--- config.mk ---
export PLATFORM = sky130hd
export DESIGN_NAME = rvfi_check_sequencer
export DESIGN_NICKNAME = d
export VERILOG_FILES = /design/src/rtl/rvfi_seq_pkg.sv /design/src/rtl/rvfi_seq_sat_counter.sv /design/src/rtl/rvfi_check_sequencer.sv
export SDC_FILE = /design/constraint.sdc
export NUM_CORES = 1
export LEC_CHECK = 0
export ABC_AREA = 1
export CAP_MARGIN = 10
export CORE_MARGIN = 3
export CORE_UTILIZATION = 57
export CTS_CLUSTER_DIAMETER = 40
export CTS_CLUSTER_SIZE = 8
export DETAILED_ROUTE_END_ITERATION = 8
export HOLD_SLACK_MARGIN = 0.15
export PLACE_DENSITY_LB_ADDON = 0.2
export SLEW_MARGIN = 25
export SYNTH_ARGS = -nofsm -noshare
export SYNTH_HDL_FRONTEND = slang
export SYNTH_SLANG_ARGS = --single-unit
--- constraint.sdc ---
create_clock -name clock -period 3.15 [get_ports clock]
set_clock_uncertainty 0.1 [all_clocks]
set_input_delay 0.7875 -clock clock [delete_from_list [all_inputs] [get_ports clock]]
set_output_delay 0.7875 -clock clock [all_outputs]
set_load 0.03 [all_outputs]
--- src/rtl/rvfi_seq_pkg.sv ---
// Shared types and widths for the RVFI check sequencer.
//   rvfi_seq_state_t  : sequencer FSM state encoding
//   RVFI_SEQ_CYCLE_W  : width of the schedule cycle counter
//   RVFI_SEQ_SETTLE_W : width of the post-reset settle counter
package rvfi_seq_pkg;

    localparam int RVFI_SEQ_CYCLE_W  = 16;
    localparam int RVFI_SEQ_SETTLE_W = 8;

    typedef enum logic [2:0] {
        RST       = 3'd0,
        SETTLE    = 3'd1,
        ARMED     = 3'd2,
        TRIGGERED = 3'd3,
        FINISHED  = 3'd4
    } rvfi_seq_state_t;

endpackage

--- src/rtl/rvfi_seq_sat_counter.sv ---
// Saturating up-counter with synchronous clear and count enable.
//   clock : clock, all updates on posedge
//   reset : synchronous active-high reset, count returns to 0
//   clear : synchronous clear to 0 (wins over en)
//   en    : count enable; the count sticks at all-ones
//   count : current count value
module rvfi_seq_sat_counter #(
    parameter int WIDTH = 8
) (
    input  logic             clock,
    input  logic             reset,
    input  logic             clear,
    input  logic             en,
    output logic [WIDTH-1:0] count
);

    logic [WIDTH-1:0] count_q;
    logic [WIDTH-1:0] count_d;

    always_comb begin
        count_d = count_q;
        if (clear) begin
            count_d = '0;
        end else if (en && (count_q != {WIDTH{1'b1}})) begin
            count_d = count_q + WIDTH'(1);
        end
    end

    always_ff @(posedge clock) begin
        if (reset) begin
            count_q <= '0;
        end else begin
            count_q <= count_d;
        end
    end

    assign count = count_q;

endmodule

--- src/rtl/rvfi_check_sequencer.sv ---
// Control-strobe sequencer for an RVFI formal check. After reset it holds
// the check in reset for RESET_CYCLES, then runs a cycle schedule in which
// a trigger request qualified by a retirement on channel CHANNEL_IDX may
// fire trig inside [TRIG_MIN, TRIG_MAX]; check fires at CHECK_CYCLE.
//   clock       : clock, all updates on posedge
//   reset       : synchronous active-high reset
//   trig_req    : free trigger request
//   rvfi_valid  : per-channel retire valid
//   check_reset : reset strobe to the downstream check
//   trig        : trigger strobe (combinational, at most once per run)
//   check       : assertion strobe (combinational, once per triggered run)
//   done        : run finished, sticky until reset
//   missed      : window closed without a trigger, sticky until reset
//   cycle       : schedule cycle index
module rvfi_check_sequencer
    import rvfi_seq_pkg::*;
#(
    parameter int NRET         = 1,
    parameter int CHANNEL_IDX  = 0,
    parameter int RESET_CYCLES = 1,
    parameter int TRIG_MIN     = 0,
    parameter int TRIG_MAX     = 15,
    parameter int CHECK_CYCLE  = 20
) (
    input  logic                        clock,
    input  logic                        reset,
    input  logic                        trig_req,
    input  logic [NRET-1:0]             rvfi_valid,
    output logic                        check_reset,
    output logic                        trig,
    output logic                        check,
    output logic                        done,
    output logic                        missed,
    output logic [RVFI_SEQ_CYCLE_W-1:0] cycle
);

    generate
        if (NRET < 1 || CHANNEL_IDX < 0 || CHANNEL_IDX >= NRET ||
            RESET_CYCLES < 0 || RESET_CYCLES > 255 || TRIG_MIN < 0 ||
            TRIG_MAX < TRIG_MIN || CHECK_CYCLE <= TRIG_MAX ||
            CHECK_CYCLE > 65535) begin : g_bad_params
            $error("rvfi_check_sequencer: illegal parameter combination");
        end
    endgenerate

    rvfi_seq_state_t state_q;
    rvfi_seq_state_t state_d;
    logic            missed_q;
    logic            missed_d;

    logic [RVFI_SEQ_SETTLE_W-1:0] settle_cnt;
    logic [RVFI_SEQ_CYCLE_W-1:0]  cycle_cnt;
    logic                         settle_clear;
    logic                         cycle_clear;
    logic                         settle_done;
    logic                         in_window;
    logic                         timeout;

    // Only the selected channel qualifies trig; the rest are intentionally ignored.
    logic unused_valid;
    assign unused_valid = ^rvfi_valid;

    // The settle counter only runs while in SETTLE; the schedule counter is
    // pinned to 0 through RST/SETTLE so the first ARMED cycle reads 0.
    assign settle_clear = (state_q != SETTLE);
    assign cycle_clear  = (state_q == RST) || (state_q == SETTLE);

    rvfi_seq_sat_counter #(
        .WIDTH (RVFI_SEQ_SETTLE_W)
    ) u_settle_cnt (
        .clock (clock),
        .reset (reset),
        .clear (settle_clear),
        .en    (1'b1),
        .count (settle_cnt)
    );

    rvfi_seq_sat_counter #(
        .WIDTH (RVFI_SEQ_CYCLE_W)
    ) u_cycle_cnt (
        .clock (clock),
        .reset (reset),
        .clear (cycle_clear),
        .en    (1'b1),
        .count (cycle_cnt)
    );

    // Compare in signed int so a zero bound does not become a constant compare.
    assign settle_done = (int'(settle_cnt) == RESET_CYCLES - 1);
    assign in_window   = (int'(cycle_cnt) >= TRIG_MIN) && (int'(cycle_cnt) <= TRIG_MAX);
    // A trigger on the last window cycle takes priority over the timeout.
    assign timeout     = (state_q == ARMED) && (int'(cycle_cnt) == TRIG_MAX) && !trig;

    // State register
    always_ff @(posedge clock) begin
        if (reset) begin
            state_q  <= RST;
            missed_q <= 1'b0;
        end else begin
            state_q  <= state_d;
            missed_q <= missed_d;
        end
    end

    // Next-state logic
    always_comb begin
        state_d  = state_q;
        missed_d = missed_q;
        if (reset) begin
            state_d  = RST;
            missed_d = 1'b0;
        end else begin
            case (state_q)
                RST:       state_d = (RESET_CYCLES > 0) ? SETTLE : ARMED;
                SETTLE:    if (settle_done) state_d = ARMED;
                ARMED: begin
                    if (trig) begin
                        state_d = TRIGGERED;
                    end else if (timeout) begin
                        state_d  = FINISHED;
                        missed_d = 1'b1;
                    end
                end
                TRIGGERED: if (check) state_d = FINISHED;
                FINISHED:  state_d = FINISHED;
                default:   state_d = RST;
            endcase
        end
    end

    // Outputs. trig/check are gated by reset so a reset cycle never strobes.
    always_comb begin
        check_reset = (state_q == RST) || (state_q == SETTLE);
        trig        = (state_q == ARMED) && in_window && trig_req &&
                      rvfi_valid[CHANNEL_IDX] && !reset;
        check       = (state_q == TRIGGERED) && (int'(cycle_cnt) == CHECK_CYCLE) &&
                      !reset;
        done        = (state_q == FINISHED);
        missed      = missed_q;
        cycle       = cycle_cnt;
    end

endmodule

==> results.cfg, run 1 <==
[setup_path]
startpoint_class = input port
number_of_stages_on_the_worst_setup_path = 6
critical-path-top-delay-family = buffers and inverters
critical_path.reg2reg.startpoint = u_cycle_cnt.count[0]
worstPathCellList = clkdlybuf4s50_1, nand2_1, nor2_1, nand3_1, inv_1, buf_4
path_max_fanout = 5
crit_start = rvfi_valid
setup.worst_path.class = in -> out
worstRegToRegCells = 9
critPathSlowestCell = clkdlybuf4s50_1
crit_required_ns = 2.26
critPathMaxStageDelay_ns = 0.46
buf_inv_stages_crit_path = 3
cp-end-kind = output port
critPathArrivalTime_ns = 1.86

[placed_design]
post-place-ws_ns = 0.412
placed_cells = 285
io_port_bufs = 24
dp.final_hpwl_mm = 2.42
gp_routability_congestion = 0.879

[sta]
rsz0062_at_grt = no
minimum_clock_period_after_layout_ns = 2.74
achievable-frequency_ghz = 0.365
timing_hold_violations_final = 0
final-setup-viol-count = 0
timing.final.crit_share = 0.871
layout_setup_ws_ns = 0.407
final.hold.worst_slack_ns = 0.392
fin_tns_setup_ns = 0
report.final.slew_viol_count = 0
timing_worst_slew_pin_value_ns = 0.319
slew_headroom = 0.787

[drt]
route.detailed.drc = 0
wirelength_mm = 3.08
vias_per_cell = 5.13
drt_iter0_drc = 76
first_pass_iters = 4
ant_nets = 0
routed_wire_length_per_instance_um = 10.7
dr_total_vias = 1483

[yosys]
number_of_enable_type_register_cells_in_the_synthesized_netlist = 0
yosys.cell_count.top_type = nand2_1
synth-seq-cells = 28
synth.largest_area_cell = dfxtp_1
synth_common_cells = nand2_1 (42), nor2_1 (38), inv_1 (36)
yosys_warnings = 0
synth.lib_cells_used.distinct = 25
netlist_instances = 231
area_share_of_the_largest_cell_type_after_synthesis = 0.360
ys_seq_area_frac = 0.360
share_of_flip_flops_with_an_asynchronous_set_or_reset_after_synthesis = 0
netlist_top_cells_area = dfxtp_1 (36%), nand2_1 (10%), nor2_1 (9.1%)
synthesis.nets = 239
syn_area_um2 = 1560
yosys_most_used_dff = dfxtp_1
synthesis.area_per_instance_um2 = 6.75

[clock_network]
clock_tree.root_cell = clkbuf_4
clock_tree_from_tritoncts = done
clk_latency_ns = 0.33
cts-hold-fix-buffers = 0
cts_buffer_depth = 2
ctsResizeCount = 0
postCtsSetupRepairBufs = 0
cts_sinks = 28
numCtsBuffers = 3
cts.htree.levels = 1
cts.reportedPaths.clkPinSlew_ns = 0.15

[finish]
finalNonFillerCells = 289
finish.net_count = 268
num_antenna_cells = 0
post_route_cells_drive_above_1_share = 0.0965
syn2layout_area_growth_pct = 21.0

[global_route]
pin_count_of_the_biggest_net_entering_global_routing = 17
grt_first_pass_wirelength_mm = 5.43
vias_in_the_first_global_route = 1286
grt_util_met2 = 0.303
grt_overflow = 0
met3_capacity_usage_during_global_routing = 0.0197
grt.total_usage = 0.205
global_route.usage.met1 = 0.298
routing_layer_with_the_top_usage_in_global_route = met2
antenna_found_initial = 0

[die]
fp.dieW_um = 58.3
coreArea_um2 = 2540
die_area_um2 = 3400
initial_core_util = 0.613
row_count = 18
dieHeight_um = 58.3
io_pins = 25

[pwr]
power.leakage_nw = 0.807
report.power.total_mw = 0.965
irDropWorstVdd_mv = 0.501
power.density_cell_area_nw_per_um2 = 511

[run]
max_cap_viol_count = 0

[status]
outcome = finished, final reports clean

[worst_hold_path]
holdCritStartpoint = missed
hold-path-cell-count = 2
min-delay-path-class = reg -> reg
-- through the flow --
stage / util / cell area [um2]
after floorplan: - / 1560
after global placement: 0.721 / 1830
after detailed placement: 0.721 / 1830
after CTS: 0.741 / 1890
after global routing: 0.741 / 1890
final: 0.741 / 1890
-- metal layers --
layer | vias to the layer above | routed length, um
met3 | 5 | 124
met1 | 653 | 1560
met2 | 35 | 1350
li1 | 790 | -
met5 | - | 0
met4 | 0 | 56
-- state kept, by name, indices dropped and copies added, names as in the netlist --
name and cells:
u_settle_cnt.count 8, missed 1, u_cycle_cnt.count 16, state_q 3
-- power breakdown --
group / internal [mW] / switching (mW)
registers: 0.385 / 0.0307
clock network: 0.129 / 0.110
logic: 0.114 / 0.197
total: 0.628 / 0.337
-- worst reg2reg max path: stages, from the launching register on --
cell and delay (ns):
dfxtp_1 0.43, ha_1 0.21, nand2_1 0.12, nor2_2 0.17
nand4_2 0.15, nor2_4 0.22, inv_2 0.11, nand3_1 0.10
nand2_1 0.05, inv_1 0.05
-- cells by family (layout without fill, tap and decap cells) --
family | Yosys count | count (layout) | synth area share
xor+xnor | 8 | 8 | 0.0449
fa+ha+maj | 4 | 4 | 0.0321
compound gates | 34 | 34 | 0.116
simple gates | 117 | 117 | 0.351
buf+inv | 40 | 68 | 0.0971
flops | 28 | 28 | 0.360
-- cells in the final DEF (no fill, tap or decap) --
cell / n
nand2_1: 42
nor2_1: 38
inv_1: 36
dfxtp_1: 28
clkdlybuf4s50_1: 22
nand3_1: 14
o21ai_0: 12
a21oi_1: 9
a31oi_1: 8
o21ai_1: 5
xor2_1: 5
nor2_2: 4
nor3_1: 4
ha_1: 4
inv_2: 3
xnor2_1: 3
or2_2: 3
clkbuf_4: 3
buf_4: 3
nand2_2: 2
nor2_4: 2
nand4_1: 2
nand4_2: 2
nand3b_1: 1
and3_1: 1
nor3_4: 1
nor3_2: 1
bufinv_16: 1
-- final cells by class --
class	count	area [um2]
tap	30	37.5
clock buffer	3	22.5
clock inverter	1	30.0
timing repair buffer	25	243
fill	222	658
multi-input combinational	163	847
sequential	28	561
inverter	39	146
-- worst paths after layout --
kind	end	slack (ns)
setup / recovery	trig	0.41
hold / removal	missed	0.39
setup reg to reg	u_cycle_cnt.count[15]	1.41
hold reg to reg	missed	0.39
Note: power is estimated with default switching activity, not from simulation.
==> inputs of run 2 (changes only) <==
--- a/config.mk
+++ b/config.mk
@@ -7,6 +7,7 @@
 export LEC_CHECK = 0
 export ABC_AREA = 1
 export CAP_MARGIN = 10
+export CORE_ASPECT_RATIO = 0.9
 export CORE_MARGIN = 3
 export CORE_UTILIZATION = 57
 export CTS_CLUSTER_DIAMETER = 40
==> run 2 against run 1 <==
  * Sequential power hardly changed
  * Clock power is 27% lower
  * Die area hardly changed
  * Power is 5.9% lower
  * Register-to-register slack worse by 0.07 ns
  * Sequential share of layout area is 0.30 points higher
==> results.cfg, run 2 (synthesis gave the netlist of run 1 again) <==
[status]
outcome = finished, final reports clean

[setup_path]
worstRegToRegCells = 9
startpoint_class = input port
critPathSlowestCell = clkdlybuf4s50_1
number_of_stages_on_the_worst_setup_path = 6
crit_required_ns = 2.26
path_max_fanout = 5
worst_setup_path_endpoint = check
cp-end-kind = output port
critical_path.reg2reg.startpoint = u_cycle_cnt.count[0]
critical_path.reg2reg.endpoint = u_cycle_cnt.count[14]
worst-r2r-setup-slack_ns = 1.34
setup.worst_path.class = in -> out
worstPathCellList = clkdlybuf4s50_1, nor2_1, nand2_1, nor2_1, and3_1, buf_4
buf_inv_stages_crit_path = 2
crit_top_cell = nor2_1
critPathMaxStageDelay_ns = 0.50
critPathArrivalTime_ns = 1.89
critical-path-top-delay-family = buffers and inverters
crit_start = reset

[global_route]
grt_first_pass_wirelength_mm = 5.82
grt_overflow = 0
pin_count_of_the_biggest_net_entering_global_routing = 16
grt.total_usage = 0.217
vias_in_the_first_global_route = 1347
antenna_found_initial = 0

[drt]
wirelength_mm = 3.33
drt_iter0_drc = 126
dr_total_vias = 1505
route.detailed.drc = 0
routed_wire_length_per_instance_um = 11.6
first_pass_iters = 4
vias_per_cell = 5.24
ant_nets = 0

[placed_design]
dp.final_hpwl_mm = 2.52
post-place-ws_ns = 0.389
placed_cells = 283
placed_cell_area_um2 = 1830
gp_routability_congestion = 0.877
io_port_bufs = 24

[sta]
layout_setup_ws_ns = 0.370
timing_worst_slew_pin_value_ns = 0.333
rsz0062_at_grt = no
timing_hold_violations_final = 0
minimum_clock_period_after_layout_ns = 2.78
report.final.slew_viol_count = 0
fin_tns_setup_ns = 0
final-setup-viol-count = 0
slew_headroom = 0.777
achievable-frequency_ghz = 0.360
timing.final.crit_share = 0.882

[clock_network]
postCtsSetupRepairBufs = 0
cts_sinks = 28
clk_latency_ns = 0.33
clock_tree_from_tritoncts = done
ctsResizeCount = 0
cts_buffer_depth = 2
clock_tree.root_cell = clkbuf_4
cts.reportedPaths.clkPinSlew_ns = 0.14
numCtsBuffers = 3
cts.htree.levels = 1
cts-hold-fix-buffers = 0

[finish]
area_of_the_multi_input_gates_um2 = 847
finish.utilization = 0.738
post-route-cell-area_um2 = 1870
finalNonFillerCells = 287
final.fill_count = 210
layout.cells.most_common_list = nand2_1 (42), nor2_1 (38), inv_1 (36)
syn2layout_area_growth_pct = 19.8
num_antenna_cells = 0
most_frequent_standard_cell_in_the_layout_excluding_fill_and_tap_cells = nand2_1
sequential_cell_area_um2 = 561
finish.net_count = 268
largest_register_ff_count = 16
post_route_cells_drive_above_1_share = 0.0965

[pwr]
p_comb_frac = 0.347
sw_frac_of_total = 0.373
power.density_cell_area_nw_per_um2 = 486
power.share.sequential = 0.460
irDropWorstVdd_mv = 0.399
internal_power_mw = 0.569
power_switching_mw = 0.339
power.leakage_nw = 0.800
power_frac_clock = 0.192

[die]
fp.dieW_um = 61.1
initial_core_util = 0.616
coreArea_um2 = 2530
row_count = 17
dieHeight_um = 55.6
die_area_um2 = 3400
io_pins = 25

[run]
max_cap_viol_count = 0

[worst_hold_path]
min-delay-path-class = reg -> reg
run 2: cell types whose count changed in the layout (fill, tap and decap cells not counted), sizes merged:
cell    change
clkbuf      +1
bufinv      -1
run 2: metal layers:
layer,wire length [um],global-route usage,vias up
li1,-,-,791
met1,1690,0.308,679
met2,1490,0.334,33
met3,132,0.0487,2
met4,22,0.0402,0
met5,0,0,-
run 2: how the worst min path moves through the flow:
stage	start	cells after the start	slack (ns)	endpoint
6_report	missed	2	0.39	missed
5_1_grt	missed	2	0.43	missed
4_1_cts	missed	2	0.40	missed
3_5_place_dp	missed	2	0.37	missed
3_3_place_gp	missed	2	0.36	missed
2_1_floorplan	u_settle_cnt.count[0]	1	0.36	u_settle_cnt.count[0]
run 2: per-stage QoR:
step,power (mW),hold WS [ns]
after floorplan,0.639,0.359
after global placement,0.733,0.358
after detailed placement,0.738,0.370
after CTS,0.915,0.402
after global routing,0.967,0.428
final,0.908,0.391
run 2: area by class of cell:
| class | instances | share of cell area |
|---|---|---|
| clock buffer | 4 | 0.0194 |
| sequential | 28 | 0.300 |
| inverter | 39 | 0.0784 |
| timing repair buffer | 25 | 0.130 |
| multi-input combinational | 163 | 0.453 |
| tap | 28 | 0.0188 |
run 2: power groups by stage:
stage / sequential, mW / clock, mW / combinational, mW
finish: 0.418 / 0.175 / 0.315
global route: 0.421 / 0.193 / 0.353
CTS: 0.417 / 0.182 / 0.315
detailed placement: 0.425 / 0 / 0.313
global placement: 0.424 / 0 / 0.309
floorplan: 0.437 / 0 / 0.203
run 2: tightest hold or removal path: cells and delay by family, from the launching register on:
kind	cells	cell delay [ns]
flops	1	0.35
simple gates	2	0.12
